File: src/rtl/sort_pkg.sv
// Shared definitions for the parallel sorter and its stream-side controller.
package sort_pkg;

  localparam int SORT_N       = 6;
  localparam int SORT_WIDTH   = 8;
  localparam int SORT_TIMEOUT = 32;

  typedef enum logic [2:0] {
    LOAD,
    LAUNCH,
    WAIT,
    CAPTURE,
    DRAIN
  } state_t;

endpackage

File: src/rtl/sort_order_checker.sv
// Watches words leaving the controller and flags any word smaller than its predecessor.
module sort_order_checker #(
  parameter int WIDTH = 8
) (
  input  logic             clk,
  input  logic             rst_n,
  input  logic             clear,
  input  logic             check,
  input  logic             first,
  input  logic [WIDTH-1:0] data,
  output logic             err
);

  logic [WIDTH-1:0] prev;

  // The first word of a frame only seeds prev; equal words are accepted.
  always_ff @(posedge clk or negedge rst_n) begin
    if (!rst_n) begin
      prev <= '0;
      err  <= 1'b0;
    end else begin
      if (clear) begin
        err <= 1'b0;
      end else if (check && !first && (data < prev)) begin
        err <= 1'b1;
      end
      if (check) begin
        prev <= data;
      end
    end
  end

endmodule

File: src/rtl/sort_stream_ctrl.sv
// Host-side controller for the parallel sorter: gathers a frame from a stream, launches
// the sort, waits for done, and replays the sorted words with an ascending-order check.
module sort_stream_ctrl
  import sort_pkg::*;
#(
  parameter int N       = SORT_N,
  parameter int WIDTH   = SORT_WIDTH,
  parameter int TIMEOUT = SORT_TIMEOUT
) (
  input  logic               clk,
  input  logic               rst_n,
  input  logic               s_valid,
  output logic               s_ready,
  input  logic [WIDTH-1:0]   s_data,
  output logic               sort_start,
  output logic [N*WIDTH-1:0] sort_data,
  input  logic               sort_done,
  input  logic [N*WIDTH-1:0] sort_result,
  output logic               m_valid,
  input  logic               m_ready,
  output logic [WIDTH-1:0]   m_data,
  output logic               m_last,
  output logic               busy,
  output logic               err_order,
  output logic               err_timeout
);

  localparam int CW = $clog2(N);
  localparam int TW = $clog2(TIMEOUT + 1);
  localparam logic [CW-1:0] LAST_IDX = CW'(N - 1);
  localparam logic [TW-1:0] TMO_LAST = TW'(TIMEOUT - 1);

  state_t           state_q, state_d;
  logic [CW-1:0]    cnt, idx;
  logic [TW-1:0]    tmo;
  logic [WIDTH-1:0] frame     [N];
  logic [WIDTH-1:0] out_words [N];
  logic             accept, drain_hs, first_accept, timeout_hit;

  // Handshakes are decoded from the state rather than from s_ready/m_valid to keep
  // the output decode free of combinational feedback.
  assign accept       = s_valid && (state_q == LOAD);
  assign drain_hs     = m_ready && (state_q == DRAIN);
  assign first_accept = accept && (cnt == '0);
  assign timeout_hit  = (state_q == WAIT) && !sort_done && (tmo == TMO_LAST);

  for (genvar g = 0; g < N; g++) begin : g_pack
    assign sort_data[g*WIDTH +: WIDTH] = frame[g];
  end

  assign m_data = out_words[idx];

  always_ff @(posedge clk or negedge rst_n) begin
    if (!rst_n) begin
      state_q <= LOAD;
    end else begin
      state_q <= state_d;
    end
  end

  always_comb begin
    state_d    = state_q;
    s_ready    = 1'b0;
    sort_start = 1'b0;
    m_valid    = 1'b0;
    m_last     = 1'b0;
    busy       = 1'b1;
    case (state_q)
      LOAD: begin
        s_ready = 1'b1;
        busy    = 1'b0;
        if (s_valid && (cnt == LAST_IDX)) begin
          state_d = LAUNCH;
        end
      end
      LAUNCH: begin
        sort_start = 1'b1;
        state_d    = WAIT;
      end
      WAIT: begin
        if (sort_done) begin
          state_d = CAPTURE;
        end else if (tmo == TMO_LAST) begin
          state_d = LOAD;
        end
      end
      CAPTURE: begin
        state_d = DRAIN;
      end
      DRAIN: begin
        m_valid = 1'b1;
        m_last  = (idx == LAST_IDX);
        if (m_ready && (idx == LAST_IDX)) begin
          state_d = LOAD;
        end
      end
      default: begin
        state_d = LOAD;
      end
    endcase
  end

  // The frame is only written in LOAD, so sort_data stays put for the whole sort.
  always_ff @(posedge clk or negedge rst_n) begin
    if (!rst_n) begin
      cnt         <= '0;
      idx         <= '0;
      tmo         <= '0;
      err_timeout <= 1'b0;
      for (int i = 0; i < N; i++) begin
        frame[i]     <= '0;
        out_words[i] <= '0;
      end
    end else begin
      if (accept) begin
        frame[cnt] <= s_data;
        cnt        <= (cnt == LAST_IDX) ? '0 : cnt + 1'b1;
      end

      if (state_q == LAUNCH) begin
        tmo <= '0;
      end else if (state_q == WAIT) begin
        tmo <= tmo + 1'b1;
      end

      if (first_accept) begin
        err_timeout <= 1'b0;
      end else if (timeout_hit) begin
        err_timeout <= 1'b1;
      end

      if (state_q == CAPTURE) begin
        for (int i = 0; i < N; i++) begin
          out_words[i] <= sort_result[i*WIDTH +: WIDTH];
        end
        idx <= '0;
      end else if (drain_hs) begin
        idx <= (idx == LAST_IDX) ? '0 : idx + 1'b1;
      end
    end
  end

  sort_order_checker #(
    .WIDTH(WIDTH)
  ) u_order_checker (
    .clk  (clk),
    .rst_n(rst_n),
    .clear(first_accept),
    .check(drain_hs),
    .first(idx == '0),
    .data (m_data),
    .err  (err_order)
  );

endmodule

File: config.mk
export PLATFORM = sky130hd
export DESIGN_NAME = sort_stream_ctrl
export DESIGN_NICKNAME = d
export VERILOG_FILES = /design/src/rtl/sort_pkg.sv /design/src/rtl/sort_order_checker.sv /design/src/rtl/sort_stream_ctrl.sv
export SDC_FILE = /design/constraint.sdc
export NUM_CORES = 1
export LEC_CHECK = 0
export CORE_UTILIZATION = 45
export CTS_CLUSTER_SIZE = 8
export DETAILED_ROUTE_END_ITERATION = 10
export PLACE_DENSITY = 0.83
export SYNTH_ARGS = -nofsm -noshare
export SYNTH_HDL_FRONTEND = slang
export SYNTH_SLANG_ARGS = --single-unit
File: constraint.sdc
create_clock -name clk -period 2.7 [get_ports clk]
set_input_delay 0.81 -clock clk [delete_from_list [all_inputs] [get_ports clk]]
set_output_delay 0.81 -clock clk [all_outputs]
set_load 0.02 [all_outputs]
Yosys cells after proc, flatten, opt, wreduce, memory -nomap -nowiden
Index checks and enable logic that the tools add are counted.
{"block": "totals", "ff_bits": 121, "input_bits": 61, "output_inout_bits": 63, "elab_cells": 84}
{"block": "op_classes", "addsub": 3, "order_cmp": 4, "eq_ne": 10, "n_mux": 26, "bitwise": 2, "reduce_logical": 20}
{"cell": "bitwise mux 48 bit", "count": 1}
{"cell": "binary-select mux 8 bit (select 3 bit)", "count": 1}
{"cell": "demux 8 bit (select 3 bit)", "count": 1}
{"cell": "2-to-1 mux 3 bit", "count": 8}
{"cell": "2-to-1 mux 8 bit", "count": 3}
{"cell": "one-hot mux 3 bit (5 select lines)", "count": 1}
{"cell": "2-to-1 mux 6 bit", "count": 2}
{"cell": "logical AND 1 bit", "count": 10}
{"cell": "equality test 3 bit (second input constant)", "count": 3}
{"cell": "logical NOT 3 bit", "count": 3}
{"cell": "2-to-1 mux 1 bit", "count": 9}
{"cell": "greater-or-equal comparator 4 bit (second input constant)", "count": 2}
{"cell": "< comparator 8 bit", "count": 1}
{"cell": "inverter 3 -> 4 bit", "count": 2}
{"cell": "nonzero test 2 bit", "count": 4}
{"cell": "adder 3 x 1 -> 3 bit (second input constant)", "count": 2}
{"cell": "adder 6 x 1 -> 6 bit (second input constant)", "count": 1}
{"cell": "equality test 3 x 2 -> 1 bit (second input constant)", "count": 2}
{"cell": "equality test 6 x 5 -> 1 bit (second input constant)", "count": 1}
{"cell": "< comparator 4 x 1 -> 1 bit (second input constant)", "count": 1}
{"cell": "inequality test 2 x 1 -> 1 bit (second input constant)", "count": 2}
{"cell": "equality test 3 x 1 -> 1 bit (second input constant)", "count": 1}
{"cell": "inequality test 3 bit (second input constant)", "count": 1}
{"cell": "AND reduction 3 bit", "count": 1}
{"cell": "logical NOT 1 bit", "count": 2}

Logic depth before layout (Yosys ltp)
Gate-level depths: netlist of run 1.
{"block": "logic_depth", "ltp_word": 8, "depth_mapped": 11, "ltp_nobuf": 9}

Hierarchy
From an unflattened synthesis of run 1, not the netlist that was laid out.
{"block": "hier_totals", "hier_cells": 420, "area_unflattened_um2": 5331.4}
{"module": "sort_stream_ctrl", "instances": 1, "cells_per_inst": 368, "area_per_inst_um2": 4838.4, "seq_area_each_um2": 2802.7}
{"module": "sort_order_checker", "instances": 1, "cells_per_inst": 52, "area_per_inst_um2": 493.0, "seq_area_each_um2": 225.2}

Worst setup path after synthesis of run 1
OpenSTA, ideal clock, no wires.
{"block": "synth_timing", "kind": "flip-flop to flip-flop", "start": "reg idx[1]", "end": "reg u_order_checker.err", "setup_ns": 0.137, "arrival_time_ns": 2.403, "t_required_ns": 2.563, "slack_ns": 0.161, "stages_incl_launch_ff": 12, "path_buffers": 3, "synth_period_minus_slack_ns": 2.539, "path_cell_list": "dfrtp_1 > clkbuf_1 > clkbuf_1 > clkbuf_1 > a21oi_1 > o22ai_1 > nand2_1 > ha_1 > o21a_1 > nor3_1 > nor4_1 > a22oi_1"}
{"block": "synth_via", "elab_chain_cells": 7, "elab_cells_between_ends": 10, "cone_classes": "order compare (1); mux (3); bitwise (1); reduce/logical (5)"}
{"item": "from (decl)", "line": "sort_stream_ctrl.sv:34", "source": "logic [CW-1:0] cnt, idx;"}
{"item": "from (signal assigned)", "line": "sort_stream_ctrl.sv:138", "source": "idx <= (idx == LAST_IDX) ? '0 : idx + 1'b1;"}
{"item": "inverter 3 -> 4 bit (not written as such)", "line": "sort_stream_ctrl.sv:51", "source": "assign m_data = out_words[idx];"}
{"item": "binary-select mux 8 bit (select 3 bit)", "line": "sort_stream_ctrl.sv:51"}
{"item": "2-to-1 mux 8 bit (not written as such) (2 in series)", "line": "sort_stream_ctrl.sv:51"}
{"item": "net m_data[2]", "line": "sort_stream_ctrl.sv:21", "source": "output logic [WIDTH-1:0] m_data,"}
{"item": "< comparator 8 bit", "line": "sort_order_checker.sv:24", "source": "end else if (check && !first && (data < prev)) begin"}
{"item": "logical AND 1 bit", "line": "sort_order_checker.sv:24"}
{"item": "nonzero test 2 bit (no line)"}
{"item": "to (signal assigned)", "line": "sort_order_checker.sv:20", "source": "err <= 1'b0;"}
{"item": "to (signal assigned)", "line": "sort_order_checker.sv:23", "source": "err <= 1'b0;"}
{"item": "to (signal assigned)", "line": "sort_order_checker.sv:25", "source": "err <= 1'b1;"}
{"item": "to (decl)", "line": "sort_order_checker.sv:11", "source": "output logic err"}
The timed path passes the listed nets, and every way through them passes these cells. The select of a mux whose other input is x is not followed.
A chain may end at the register's enable or synchronous reset.

Worst setup path after layout of run 1
{"block": "layout_timing", "start": "reg idx[1]", "end": "out m_data[6]"}
{"block": "layout_via", "elab_chain_cells": 4}
{"item": "inverter 3 -> 4 bit (not written as such)", "line": "sort_stream_ctrl.sv:51"}
{"item": "binary-select mux 8 bit (select 3 bit)", "line": "sort_stream_ctrl.sv:51"}
{"item": "2-to-1 mux 8 bit (not written as such) (2 in series)", "line": "sort_stream_ctrl.sv:51"}
{"item": "to (decl)", "line": "sort_stream_ctrl.sv:21"}
No other way between the ends. The select of a mux whose other input is x is not followed.

==> results.py, run 1 <==
metrics = {
    "place": {
        "port_buffers": 123,
        "place_area_sq_mm": 0.00688,
        "gp_congestion": 0.813,
        "hpwl_mm": 8.93,
        "placedCellCount": 703,
    },
    "timing": {
        "finalMaxSlewViolations": 0,
        "min_period_over_period_pct": 99.3,
        "setup_viol": 0,
        "fin_crit_ns": 2.68,
        "skew_ns": 0.00645,
        "fmax_mhz": 373,
        "tns_ns": 0,
        "slew_headroom_pct": 62.1,
        "hold_viol_final": 0,
        "hold_ws_ns": 0.282,
        "rsz0062_at_grt": "true",
        "tightestPinTransition_ns": 0.569,
    },
    "synth": {
        "async_reset_ff_share_pct": 100,
        "synth-seq-cells": 121,
        "ys_seq_area_share_pct": 56.3,
        "syn_area_per_cell_sq_um": 12.2,
        "synth_warnings": 0,
        "synth-edff-count": 0,
        "synth.net_count": 511,
        "ys_types": 45,
        "netlist_instances": 442,
        "syn_area_sq_mm": 0.00538,
        "synthFlopType": "dfrtp_1",
    },
    "critical_path": {
        "crit_path_cell_trace": "buf_12 -> nand2b_1 -> a21oi_1 -> o22ai_2 -> nand2_2 -> buf_2",
        "worstPathArrival_ns": 1.87,
        "critPathLaunchType": "flop",
        "crit_fanout": 14,
        "slowest_stage": "dfrtp_2",
        "max_stage_delay_ns": 0.45,
        "crit_required_ns": 1.89,
        "crit_type": "flop to primary output",
        "cp-end-kind": "primary output",
    },
    "layout": {
        "fillCellCount": 837,
        "area_growth_pct": 40.4,
        "finalInstanceArea_sq_mm": 0.00755,
        "fin_nets": 651,
        "drive_gt1_share_pct": 29.9,
        "diodes": 0,
        "stdcell_count": 738,
    },
    "routing": {
        "vias": 3973,
        "top_layer": "met4",
        "dr_wl_met3_mm": 1.31,
        "drt_pass1_iterations": 8,
        "drtAntennaViolNets": 0,
        "wl_met1_mm": 5.07,
        "routed_via_density": 5.38,
        "finalWirelength_mm": 13.4,
        "wl_met2_mm": 6.72,
        "drt_iter0_drc": 265,
        "drc": 14,
        "wl_per_cell_um": 18.2,
    },
    "clocking": {
        "cts_tree": "done",
        "clock_sinks": 121,
        "clkTransAtPathRegs_ns": 0.06,
        "root_buffer": "clkbuf_16",
        "numCtsBuffers": 17,
        "clk-insertion-delay-late_ns": 0.41,
        "htreeDepth": 4,
        "cts_buffer_depth": 2,
    },
    "hold_path": {
        "hold_path.class": "primary input to async pin",
    },
    "flow_run": {
        "cap_violations": 0,
    },
    "die": {
        "initial_core_util_pct": 46.7,
        "rows": 39,
        "die_area_sq_mm": 0.0124,
        "core_sq_mm": 0.0115,
        "die_height_um": 111,
        "pin_count": 124,
        "die_w_um": 111,
    },
    "power_and_ir_drop": {
        "powerDensity_mw_per_mm2": 1300,
        "p_leak_uw": 0.00339,
        "vdd_drop_max_v": 0.000822,
    },
    "status": {
        "status": "finished, violations left",
        "violations": "design-rule violations",
    },
    "grt": {
        "grt_max_degree": 72,
        "antenna_found_initial": 0,
        "grt_pass1_wl_mm": 21.3,
        "track_usage_pct": 22.4,
        "grt_overflow": 0,
        "grt_pass1_vias": 4244,
    },
}
-- cells in the final DEF (no fill, tap or decap), types with 2 or more instances in the layout --
cell type / instances
dfrtp_1: 118
nand2_1: 45
a21o_1: 2
nand2b_1: 10
nor3_4: 2
mux2_2: 81
mux2i_1: 7
or3_1: 2
dfrtp_2: 3
clkdlybuf4s50_1: 110
nor3_2: 2
o21ai_0: 12
o22ai_2: 7
nor2_1: 14
nor2_2: 2
dlymetal6s2s_1: 2
clkbuf_2: 4
nor3_1: 9
clkinv_4: 5
or3b_1: 2
buf_12: 4
nand3_1: 4
clkbuf_16: 18
a22oi_1: 8
clkinv_2: 2
buf_2: 4
inv_1: 17
o21a_1: 2
ha_1: 8
nor3b_1: 2
buf_4: 18
mux2_4: 8
nand4_1: 5
a21oi_1: 24
dlygate4sd2_1: 2
bufinv_16: 2
clkinvlp_4: 5
-- metrics by stage --
step | utilization [%] | setup slack (ns) | total power [uW]
final | 65.6 | 0.0178 | 9820
after global routing | 65.6 | -0.0569 | 10400
after CTS | 65.4 | -0.00810 | 9840
after detailed placement | 59.7 | 0.0463 | 7470
after global placement | 59.7 | 0.136 | 7300
after floorplan | - | 0.161 | 5650
-- registers in the layout, indices dropped and copies added, names as in the netlist --
signal and count:
cnt 3, u_order_checker.err 1, idx 3, u_order_checker.prev 8, sort_data 48, state_q 3
out_words 48, tmo 6, err_timeout 1
-- final timing paths --
check                      startpoint            end  cells past startpoint  slack, ns
max                            idx[1]      m_data[6]                      6       0.02
min                             rst_n  out_words[43]                      1       0.28
max reg2reg                state_q[0]  sort_data[24]                      6       0.48
min reg2reg                    tmo[5]         tmo[5]                      1       0.48
max in group asynchronous       rst_n         idx[0]                      2       1.69
min in group clk               tmo[5]         tmo[5]                      1       0.48
-- area by class of cell --
type	count	area, sq um	area share [%]
Multi-Input combinational cell	280	2260	30.0
Tap cell	143	179	2.37
Clock buffer	18	439	5.82
Sequential cell	121	3030	40.1
Clock inverter	14	151	2.00
Inverter	17	63.8	0.845
Timing Repair Buffer	145	1420	18.9
-- worst max-delay path: cells and delay by family, from the launching register on --
family,cells,cell delay (ns)
and+or+nand+nor,2,0.26
DFF,1,0.45
buffers and inverters,2,0.33
AOI/OAI and AO/OA,2,0.42
-- synth_stat cells, types with 5 or more instances --
library cell | count | area share, %
a22oi_1 | 8 | 1.1
nand2b_1 | 10 | 1.2
nand4_1 | 5 | 0.58
ha_1 | 8 | 1.9
o21ai_0 | 12 | 1.1
mux2_4 | 8 | 2.2
clkbuf_1 | 16 | 1.1
mux2_2 | 81 | 17
dfrtp_1 | 121 | 56
mux2i_1 | 8 | 1.5
o22ai_1 | 7 | 0.81
a21oi_1 | 25 | 2.3
nor3_1 | 12 | 1.1
nand2_1 | 46 | 3.2
nor2_1 | 15 | 1.0
inv_1 | 17 | 1.2
buf_2 | 7 | 0.65
-- layer usage --
metal  vias to the layer above  track usage [%]
li1                       1839                -
met2                       160             37.7
met1                      1949             24.8
met3                        25             10.2
met5                         -                0
met4                         0             8.92
-- timing repair --
item,in CTS,in global routing
pin swaps,1,1
buffers inserted,2,0
resized for setup,31,19
gates cloned,0,1
endpoints found under the setup margin,12,11
hold buffers,0,0
-- power by group --
group | total, uW | internal, uW | switching, uW
Sequential | 3240 | 2670 | 563
Combinational | 4370 | 2160 | 2210
Clock | 2220 | 1380 | 833
Total | 9820 | 6220 | 3600
-- logic make-up after synthesis --
| group | count (synthesis) | share of synthesized area, % |
|---|---|---|
| flops | 121 | 56.3 |
| simple gates | 110 | 10.4 |
| mux | 98 | 21.1 |
| compound gates | 62 | 6.86 |
| buf+inv | 41 | 3.09 |
| fa+ha+maj | 8 | 1.86 |
| xor+xnor | 2 | 0.326 |
(Power assumes the default switching activity.)
==> run 2: changes to the inputs <==
--- a/config.mk
+++ b/config.mk
@@ -5,10 +5,11 @@
 export SDC_FILE = /design/constraint.sdc
 export NUM_CORES = 1
 export LEC_CHECK = 0
+export CORE_ASPECT_RATIO = 1.25
 export CORE_UTILIZATION = 45
 export CTS_CLUSTER_SIZE = 8
 export DETAILED_ROUTE_END_ITERATION = 10
-export PLACE_DENSITY = 0.83
+export PLACE_DENSITY_LB_ADDON = 0.1
 export SYNTH_ARGS = -nofsm -noshare
 export SYNTH_HDL_FRONTEND = slang
 export SYNTH_SLANG_ARGS = --single-unit
==> constraint.sdc (replaced) <==
create_clock -name clk -period 2.8 [get_ports clk]
set_input_delay 0.84 -clock clk [delete_from_list [all_inputs] [get_ports clk]]
set_output_delay 0.84 -clock clk [all_outputs]
set_load 0.02 [all_outputs]
==> run 2 against run 1 <==
Combinational power shrank 5.3%. Clock-buffer cell count increased by 1. Via count is 2.9% lower. Flip-flop and latch count did not move. Critical path type unchanged. Core utilization hardly changed. Worst hold slack better by 0.13 ns. Largest cell class unchanged. Largest power group unchanged. Final cell count rose by 2.2%. Final area rose by 0.89%. The flow now finishes without violations. Total power is 1.7% lower.
==> results.py, run 2 (synthesis gave the netlist of run 1 again) <==
metrics = {
    "place": {
        "place_area_sq_mm": 0.00694,
        "hpwl_mm": 8.87,
        "port_buffers": 123,
        "gp_congestion": 0.806,
        "dp_slack_ns": 0.128,
    },
    "routing": {
        "finalWirelength_mm": 12.9,
        "drc": 0,
        "drt_pass1_iterations": 4,
        "drt_iter0_drc": 98,
        "vias": 3858,
        "routed_via_density": 5.12,
        "wl_per_cell_um": 17.1,
        "drtAntennaViolNets": 0,
    },
    "power_and_ir_drop": {
        "p_leak_uw": 0.00340,
        "powerDensity_mw_per_mm2": 1270,
        "vdd_drop_max_v": 0.000784,
    },
    "grt": {
        "grt_pass1_wl_mm": 20.9,
        "antenna_found_initial": 0,
        "track_usage_pct": 22.1,
        "grt_overflow": 0,
        "grt_max_degree": 54,
        "grt_pass1_vias": 4167,
    },
    "layout": {
        "layout_commonest_cell": "dfrtp_1",
        "drive_gt1_share_pct": 27.3,
        "finalInstanceArea_sq_mm": 0.00762,
        "area_growth_pct": 41.7,
        "fin_nets": 649,
        "most-common-layout-cells": "dfrtp_1, clkdlybuf4s50_1, mux2_2",
        "fillCellCount": 896,
        "diodes": 0,
        "final_util_pct": 65.6,
    },
    "hold_path": {
        "hold_path.class": "primary input to async pin",
    },
    "critical_path": {
        "reg2reg_depth": 10,
        "critPathLaunchType": "flop",
        "max_stage_delay_ns": 0.60,
        "worstPathArrival_ns": 1.88,
        "cp-end-kind": "primary output",
        "startpoint": "state_q[2]",
        "crit_type": "flop to primary output",
        "crit_path_cell_trace": "nor3b_1 -> buf_4 -> clkdlybuf4s50_1",
        "r2r_end": "u_order_checker.err",
        "crit_fanout": 9,
        "crit_path_end": "m_valid",
        "r2r_slack_ns": 0.67,
        "timing.rr.start": "idx[2]",
        "crit_required_ns": 1.96,
        "slowest_stage": "clkdlybuf4s50_1",
    },
    "clocking": {
        "cts_hold_buf": 0,
        "cts_tree": "done",
        "root_buffer": "clkbuf_16",
        "clock_sinks": 121,
        "clkTransAtPathRegs_ns": 0.06,
        "htreeDepth": 4,
        "cts_buffer_depth": 2,
        "clk-insertion-delay-late_ns": 0.41,
        "numCtsBuffers": 17,
        "post-cts-setup-buffers": 0,
    },
    "timing": {
        "setup_viol": 0,
        "tightestPinTransition_ns": 0.533,
        "hold_ws_ns": 0.407,
        "rsz0062_at_grt": "true",
        "slew_headroom_pct": 64.5,
        "tns_ns": 0,
        "fmax_mhz": 368,
        "hold_viol_final": 0,
        "fin_crit_ns": 2.72,
        "skew_ns": 0.00604,
        "worst_slack_ns": 0.0833,
        "finalMaxSlewViolations": 0,
        "min_period_over_period_pct": 97.0,
    },
    "die": {
        "initial_core_util_pct": 46.3,
        "pin_count": 124,
        "core_sq_mm": 0.0116,
        "die_area_sq_mm": 0.0124,
        "rows": 44,
        "die_w_um": 99.8,
        "die_height_um": 124,
    },
    "status": {
        "status": "finished clean",
    },
    "flow_run": {
        "cap_violations": 0,
    },
}
## run 2: cell count changes in the layout (fill, tap and decap cells not counted), sizes merged, moves of 2 or more
cell           change
clkdlybuf4s50      +2
clkinvlp           -4
bufinv             +3
buf                -5
## run 2: routing by layer
metal	up-vias	wire, um	global-route usage [%]
li1	1834	-	-
met1	1905	5160	25.9
met2	107	6710	37.7
met3	12	822	7.26
met4	0	166	7.70
met5	-	0	0
## run 2: how the worst min path moves through the flow
stage,cells past startpoint,end,start
CTS,1,out_words[21],rst_n
detailed placement,2,u_order_checker.prev[0],u_order_checker.prev[0]
finish,1,out_words[13],rst_n
global placement,1,tmo[5],tmo[5]
global route,1,out_words[21],rst_n
floorplan,1,tmo[5],tmo[5]
## run 2: repair_timing
| item | CTS | global route |
|---|---|---|
| hold endpoints to repair | 0 | 0 |
| setup endpoints to repair | 10 | 8 |
| pin swaps | 0 | 2 |
| resized for setup | 15 | 13 |
## run 2: cell type report
class                      count  area, sq um  share of cell area (%)
inverter                      17         63.8                   0.838
clock buffer                  19          443                    5.81
timing repair buffer         143         1440                    18.9
clock inverter                13          219                    2.87
multi-input combinational    280         2220                    29.2
tap                          161          201                    2.64
sequential                   121         3030                    39.8
## run 2: per-stage QoR
stage / cells / power (uW)
after CTS: 754 / 9740
after global routing: 754 / 10200
final: 754 / 9660
after floorplan: 442 / 5450
after global placement: 722 / 7150
after detailed placement: 722 / 7250
## run 2: critical path, delay by kind of cell (launching register included)
family                 cells  cell delay, ns
buffers and inverters      2            0.76
flip-flops                 1            0.46
AND/OR/NAND/NOR            1            0.25
## run 2: report_power, final
| group | leakage [uW] | switching (uW) | internal [uW] |
|---|---|---|---|
| Clock | 0.000318 | 811 | 1610 |
| Combinational | 0.00159 | 2040 | 2100 |
| Sequential | 0.00148 | 522 | 2580 |
==> run 3: changes to the inputs <==
--- a/config.mk
+++ b/config.mk
@@ -5,11 +5,12 @@
 export SDC_FILE = /design/constraint.sdc
 export NUM_CORES = 1
 export LEC_CHECK = 0
-export CORE_ASPECT_RATIO = 1.25
+export CORE_ASPECT_RATIO = 0.8
 export CORE_UTILIZATION = 45
 export CTS_CLUSTER_SIZE = 8
 export DETAILED_ROUTE_END_ITERATION = 10
 export PLACE_DENSITY_LB_ADDON = 0.1
+export RECOVER_POWER = 100
 export SYNTH_ARGS = -nofsm -noshare
 export SYNTH_HDL_FRONTEND = slang
 export SYNTH_SLANG_ARGS = --single-unit
==> run 3 against run 2 <==
The run now ends with max-capacitance violations, max-slew violations left. Core utilization decreased by 0.56 points. Clock skew rose by 0.0046 ns. Global-route usage fell by 0.46 points. Final area shrank 1.3%. Sequential power about the same. Clock-buffer cell count is the same. Clock power decreased by 8%. Combinational power shrank 3%. Largest cell class unchanged.
==> results.py, run 3 (synthesis gave the netlist of run 1 again) <==
metrics = {
    "status": {
        "status": "finished, violations left",
        "violations": "max-capacitance violations, max-slew violations",
    },
    "hold_path": {
        "holdPathStages": 1,
        "hold_end": "err_timeout",
        "worstHoldStart": "err_timeout",
        "hold_path.class": "flop to flop",
    },
    "clocking": {
        "root_buffer": "clkbuf_16",
        "numCtsBuffers": 17,
        "cts_buffer_depth": 2,
        "clock_sinks": 121,
        "clkTransAtPathRegs_ns": 0.06,
        "cts_tree": "done",
        "htreeDepth": 4,
        "clk-insertion-delay-late_ns": 0.40,
    },
    "layout": {
        "area_growth_pct": 39.8,
        "finalInstanceArea_sq_mm": 0.00752,
        "fin_nets": 656,
        "drive_gt1_share_pct": 26.5,
        "most-common-layout-cells": "dfrtp_1, mux2_2, clkdlybuf4s50_1",
        "layout_commonest_cell": "dfrtp_1",
        "diodes": 0,
    },
    "routing": {
        "drtAntennaViolNets": 0,
        "finalWirelength_mm": 12.8,
        "drt_iter0_drc": 206,
        "wl_per_cell_um": 17.1,
        "routed_via_density": 5.22,
        "vias": 3906,
        "drc": 0,
        "drt_pass1_iterations": 4,
    },
    "grt": {
        "track_usage_pct": 21.7,
        "grt_overflow": 0,
        "grt_max_degree": 60,
        "grt_pass1_wl_mm": 20.6,
        "antenna_found_initial": 0,
        "grt_pass1_vias": 3997,
    },
    "critical_path": {
        "worstPathArrival_ns": 1.89,
        "cp-end-kind": "primary output",
        "crit_path_cell_trace": "mux4_2 -> o2bb2ai_1 -> dlygate4sd2_1",
        "slowest_stage": "mux4_2",
        "r2r_slack_ns": 0.26,
        "r2r_end": "out_words[14]",
        "crit_required_ns": 1.96,
        "crit_type": "flop to primary output",
        "timing.rr.start": "state_q[1]",
        "crit_fanout": 3,
        "critPathLaunchType": "flop",
        "reg2reg_depth": 4,
        "max_stage_delay_ns": 0.54,
    },
    "timing": {
        "hold_viol_final": 0,
        "skew_ns": 0.0106,
        "tightestPinTransition_ns": 1.95,
        "fin_crit_ns": 2.73,
        "rsz0062_at_grt": "true",
        "fmax_mhz": 366,
        "finalMaxSlewViolations": 31,
        "slew_headroom_pct": -30.0,
        "setup_viol": 0,
        "min_period_over_period_pct": 97.5,
        "tns_ns": 0,
    },
    "die": {
        "die_w_um": 124,
        "pin_count": 124,
        "core_sq_mm": 0.0116,
        "initial_core_util_pct": 46.5,
        "rows": 35,
        "die_area_sq_mm": 0.0124,
        "die_height_um": 99.8,
    },
    "place": {
        "hpwl_mm": 8.88,
        "place_area_sq_mm": 0.00686,
        "gp_congestion": 0.875,
        "port_buffers": 123,
    },
    "power_and_ir_drop": {
        "powerDensity_mw_per_mm2": 1240,
        "vdd_drop_max_v": 0.000642,
        "p_leak_uw": 0.00341,
    },
    "flow_run": {
        "cap_violations": 1,
    },
}
==> run 3: changes by cell type in the layout (fill, tap and decap cells not counted), sizes merged, moves of 3 or more <==
cell	before	now
clkdlybuf4s50	112	58
dlygate4sd3	0	53
clkbuf	24	29
buf	21	25
clkinv	6	3
clkinvlp	1	4
==> run 3: where the power goes <==
part | leakage [uW] | internal [uW] | total, uW | switching (uW)
Combinational | 0.00164 | 1950 | 4020 | 2070
Sequential | 0.00148 | 2580 | 3070 | 490
Clock | 0.000287 | 1430 | 2230 | 801
==> run 3: worst max-delay path by stage <==
stage                                     end  slack, ns  cells after the start  startpoint
final                               m_data[0]       0.07                      3      idx[0]
after floorplan           u_order_checker.err       0.26                     11      idx[1]
after global routing                m_data[0]     -0.004                      4      idx[0]
after detailed placement            m_data[1]     -0.004                      5      idx[2]
after CTS                           m_data[5]      -0.05                      6      idx[2]
after global placement              m_data[1]       0.03                      5      idx[2]
==> run 3: per-layer routing <==
layer / up-vias / part of all wire, % / track usage, %
li1: 1858 / - / -
met1: 1954 / 49 / 30.1
met2: 90 / 46 / 32.4
met3: 4 / 4.6 / 7.30
met4: 0 / 0.41 / 6.21
met5: - / 0 / 0
==> run 3: critical path: cells and delay by family, from the launching register on <==
kind,cells,cell delay (ns)
buf+inv,1,0.35
compound gates,1,0.19
mux,1,0.54
flops,1,0.41
==> run 3: repair_timing <==
item	4_1_cts	5_1_grt
hold buffers	0	0
resized for setup	22	19
cloned	0	1
setup buffers	4	6
setup endpoints to repair	10	9
pin swaps	0	7
==> run 3: area by class of cell <==
class	count	area, sq um
clock buffers	19	443
clock inverters	13	169
fillers	960	4040
inverters	17	63.8
multi-input cells	280	2200
flip-flops and latches	121	3030
well taps	148	185
repair buffers	150	1430
==> run 3: per-stage QoR <==
stage                     instances  setup slack, ns  power, uW  hold WS, ns  util [%]
after detailed placement        705         -0.00444       7210        0.475      59.3
after global placement          705           0.0312       7090        0.454      59.3
after floorplan                 442            0.261       5450        0.440         -
after CTS                       741          -0.0541       9500        0.388      65.1
after global routing            748         -0.00402       9880        0.506      65.0
final                           748           0.0705       9310        0.487      65.0
